**config.mk**
```make
export PLATFORM = sky130hd
export DESIGN_NAME = pipe_mux_skid
export DESIGN_NICKNAME = d
export VERILOG_FILES = /design/src/rtl/pipe_mux_skid.sv
export SDC_FILE = /design/constraint.sdc
export NUM_CORES = 1
export LEC_CHECK = 0
export CAP_MARGIN = 20
export CORE_MARGIN = 2
export CORE_UTILIZATION = 39
export DETAILED_ROUTE_END_ITERATION = 16
export PLACE_DENSITY = 0.78
export SYNTH_ARGS = -nofsm -noshare
export SYNTH_HDL_FRONTEND = slang
export SYNTH_SLANG_ARGS = --single-unit
```
**constraint.sdc**
```tcl
create_clock -name clk -period 1.6 [get_ports clk]
set_input_delay 0.32 -clock clk [delete_from_list [all_inputs] [get_ports clk]]
set_output_delay 0.32 -clock clk [all_outputs]
set_load 0.1 [all_outputs]
```
**src/rtl/pipe_mux_skid.sv**
```systemverilog
// N:1 word select feeding a registered 2-entry skid stage with valid/ready.
// Define PIPE_MUX_SEL_CHECK_EN to zero out-of-range selects and flag sel_err.
module pipe_mux_skid #(
  parameter  int WIDTH  = 32,
  parameter  int NUM_IN = 4,
  localparam int SEL_W  = $clog2(NUM_IN)
) (
  input  logic                    clk,
  input  logic                    rst,
  input  logic                    flush,
  input  logic [NUM_IN*WIDTH-1:0] in_data,
  input  logic [SEL_W-1:0]        sel,
  input  logic                    in_valid,
  output logic                    in_ready,
  output logic [WIDTH-1:0]        out_data,
  output logic                    out_valid,
`ifdef PIPE_MUX_SEL_CHECK_EN
  output logic                    sel_err,
`endif
  input  logic                    out_ready
);

  typedef enum logic [1:0] {
    EMPTY,
    ONE,
    TWO
  } state_e;

  state_e           state_q, state_d;
  logic [WIDTH-1:0] head_q, head_d;
  logic [WIDTH-1:0] skid_q, skid_d;
  logic [WIDTH-1:0] sel_word;
  logic             accept;
  logic             pop;

`ifdef PIPE_MUX_SEL_CHECK_EN
  localparam logic [SEL_W:0] NUM_IN_W = (SEL_W+1)'(NUM_IN);
  logic sel_oor;
  logic err_q, err_d;
  assign sel_oor = {1'b0, sel} >= NUM_IN_W;
  assign sel_err = err_q;
`endif

  // Word 0 is the fallback for any select that matches no input.
  always_comb begin
    sel_word = in_data[WIDTH-1:0];
    for (int k = 1; k < NUM_IN; k++) begin
      if (sel == SEL_W'(k)) sel_word = in_data[k*WIDTH +: WIDTH];
    end
`ifdef PIPE_MUX_SEL_CHECK_EN
    if (sel_oor) sel_word = '0;
`endif
  end

  assign in_ready  = (state_q != TWO) & ~rst;
  assign out_valid = (state_q != EMPTY);
  assign out_data  = head_q;
  assign accept    = in_valid & in_ready;
  assign pop       = out_valid & out_ready;

  always_comb begin
    state_d = state_q;
    head_d  = head_q;
    skid_d  = skid_q;
`ifdef PIPE_MUX_SEL_CHECK_EN
    err_d   = err_q;
`endif
    if (flush) begin
      state_d = EMPTY;
`ifdef PIPE_MUX_SEL_CHECK_EN
      err_d   = 1'b0;
`endif
    end else begin
      unique case (state_q)
        EMPTY: begin
          if (accept) begin
            head_d  = sel_word;
            state_d = ONE;
          end
        end
        ONE: begin
          if (accept && pop) begin
            head_d = sel_word;
          end else if (accept) begin
            skid_d  = sel_word;
            state_d = TWO;
          end else if (pop) begin
            state_d = EMPTY;
          end
        end
        TWO: begin
          if (pop) begin
            head_d  = skid_q;
            state_d = ONE;
          end
        end
        default: state_d = EMPTY;
      endcase
`ifdef PIPE_MUX_SEL_CHECK_EN
      if (accept && sel_oor) err_d = 1'b1;
`endif
    end
  end

  always_ff @(posedge clk) begin
    if (rst) begin
      state_q <= EMPTY;
      head_q  <= '0;
      skid_q  <= '0;
`ifdef PIPE_MUX_SEL_CHECK_EN
      err_q   <= 1'b0;
`endif
    end else begin
      state_q <= state_d;
      head_q  <= head_d;
      skid_q  <= skid_d;
`ifdef PIPE_MUX_SEL_CHECK_EN
      err_q   <= err_d;
`endif
    end
  end

endmodule

```
==> key figures <==
Run status
  – Status: finished with violations
  – Failing checks: negative setup slack

Power
  – Leak: 2.44 nW
  – Pwr/cell area: 786 mW/mm²
  – Max VDD drop: 0.465 mV

STA
  – Final hold vios: 0
  – Slew Limit Fails: 0
  – Final Skew: 0.00673 ns
  – FMAX: 616 MHz
  – Setup tns final: -0.441 ns
  – Setup ws final: -0.0233 ns
  – Relative slew slack: 65.5%
  – RSZ-0062 raised after global routing: true
  – Worst-Margin Slew: 0.518 ns
  – Final setup violation count: 33
  – Final worst path period need: 1.62 ns
  – Final worst-path cycle share: 101%

Yosys
  – Top cell type's share of synthesized area: 34.2%
  – FF+latch count, synth: 66
  – Synth warnings: 0
  – Primary FF master, synth: dfxtp_1
  – Cells after Synth: 358
  – Top post-synthesis cells by area: dfxtp_1, mux4_2, a221oi_2
  – Top-count cell post-synth: dfxtp_1
  – Synthesized Nets: 493
  – Cell area after synthesis: 0.00387 mm²
  – EDFF count, synth: 0
  – Area leader, netlist: dfxtp_1
  – Avg Synthesized Cell Area: 10.8 µm²
  – Synth async-reset ratio: 0%
  – Register area share after synthesis: 34.2%
  – Synth cell count leaders: dfxtp_1, a21oi_1, mux2i_1
  – Unique masters post-synth: 27

Routing
  – DR top layer: met4
  – Post-route DRC: 0
  – Drt initial violations: 241
  – WL final: 13.0 mm
  – WL met3: 868 µm
  – Post-DR wirelength/cell: 19.5 µm
  – DR pass1 iterations: 4
  – Vias: 3795
  – Final ANT Viol Nets: 0
  – Met2 wire len: 6.85 mm
  – Vias per cell: 5.70
  – Met1 Wirelength: 4.95 mm

Layout
  – Ratio of cells with drive above 1 in the final layout: 31.7%
  – Final core utilization: 67.1%
  – Fin nets: 663
  – # fillers: 698
  – Final antenna diode count: 0
  – Area grow syn2layout: 68.1%
  – Final Instance Count excl. Fillers: 666
  – Final cell area excluding filler cells: 0.00650 mm²

Place
  – Final GP Congestion: 0.839
  – Dpl ws: -0.662 ns
  – Buffers on Ports: 168
  – Placed cell area: 0.00621 mm²
  – Placed Instances: 649
  – Dpl hpwl: 9.98 mm

Global routing
  – First-pass GRT wire length: 21.0 mm
  – Total track usage: 24.4%
  – Largest net degree at the start of global routing: 40
  – Initial antenna violation count: 0
  – Congestion Overflow GR: 0
  – Vias in the first global route: 4183

Critical path
  – Worst path max stage delay: 0.57 ns
  – CP Data Arrival Time: 1.87 ns
  – Kind of start point of the critical path: flop
  – Worst path slowest cell: or4b_4
  – Setup Crit Path Kind: flop to flop
  – Element type at the critical path end: flop
  – Worst path cell trace: or4b_4, a21o_4, buf_4, a221oi_2
  – Crit Path Max Fanout: 4
  – CP Data Required Time: 1.85 ns

Die
  – Initial Utilization: 39.9%
  – Die width: 104 µm
  – Die Y-Extent: 104 µm
  – Row cnt: 36
  – Die area: 0.0107 mm²
  – I/O Pins: 169
  – Core area: 0.00968 mm²

Clock network
  – CTS HTree Levels: 3
  – Worst-path clk slew: 0.08 ns
  – CTS tree: yes
  – Total CTS buffers: 9
  – CTS Sinks: 66
  – Clk buf depth: 2
  – Post-cts hold buffer count: 0
  – Root Driver: clkbuf_8
  – Clk_lat worst skew: 0.34 ns

Job
  – Max-Cap Viols: 0

Min path
  – Hold crit path type: flop to flop
[metal layers]
layer	up-vias	global-route usage [%]
met5	-	0
met4	0	9.07
li1	1754	-
met1	1852	28.2
met3	23	5.79
met2	166	44.0
[cell usage in the layout, fill, tap and decap left out, types with 10 or more instances in the layout]
cell / count
nand3_1: 32
a21oi_1: 65
mux4_2: 32
clkbuf_8: 10
buf_4: 26
a221oi_2: 32
dfxtp_1: 65
mux2i_1: 32
clkdlybuf4s50_1: 131
o21ai_1: 21
buf_12: 41
[cells by family after synthesis]
kind of cell	Yosys count	share of synthesized area, %
muxes	65	27.2
buffers and inverters	46	5.89
DFF	66	34.2
and+or+nand+nor	48	7.18
AOI/OAI and AO/OA	133	25.6
[path summary, 6_finish.rpt]
check,endpoint,slack (ns),from,depth (start not counted)
hold reg to reg,skid_q[14],0.47,skid_q[14],2
hold / removal,skid_q[14],0.47,skid_q[14],2
setup / recovery,out_data[27],-0.02,state_q[1],4
setup reg to reg,out_data[27],-0.02,state_q[1],4
[worst max-delay path: cells and delay by family, from the launching register on]
kind	cells	cell delay [ns]
DFF	1	0.31
buffers and inverters	1	0.16
and+or+nand+nor	1	0.57
AOI/OAI and AO/OA	2	0.50
[flip-flops by register name, indices dropped and copies added, names as in the netlist]
register  cells
out_data     32
skid_q       32
state_q       2
[power by group]
| part | internal [W] | switching, W |
|---|---|---|
| clock | 0.000919 | 0.000668 |
| sequential | 0.00171 | 0.0000826 |
| combinational | 0.000830 | 0.000902 |
| total | 0.00346 | 0.00165 |
[area by class of cell]
cell class | count | area [µm²] | share of cell area [%]
repair buffers | 205 | 2390 | 36.8
multi-input cells | 246 | 2390 | 36.7
flip-flops and latches | 66 | 1320 | 20.3
well taps | 133 | 166 | 2.56
clock buffers | 10 | 138 | 2.12
clock inverters | 6 | 90.1 | 1.39
[stage by stage]
stage	hold WS [ns]	power, W
after floorplan	0.403	0.00274
after global placement	0.456	0.00351
after detailed placement	0.465	0.00354
after CTS	0.475	0.00512
after global routing	0.497	0.00527
final	0.475	0.00511
[repair_timing]
action | 4_1_cts | 5_1_grt
endpoints found under the setup margin | 66 | 65
pin swaps | 11 | 6
resized for setup | 16 | 21
buffers inserted | 1 | 0
(Power assumes the default switching activity.)
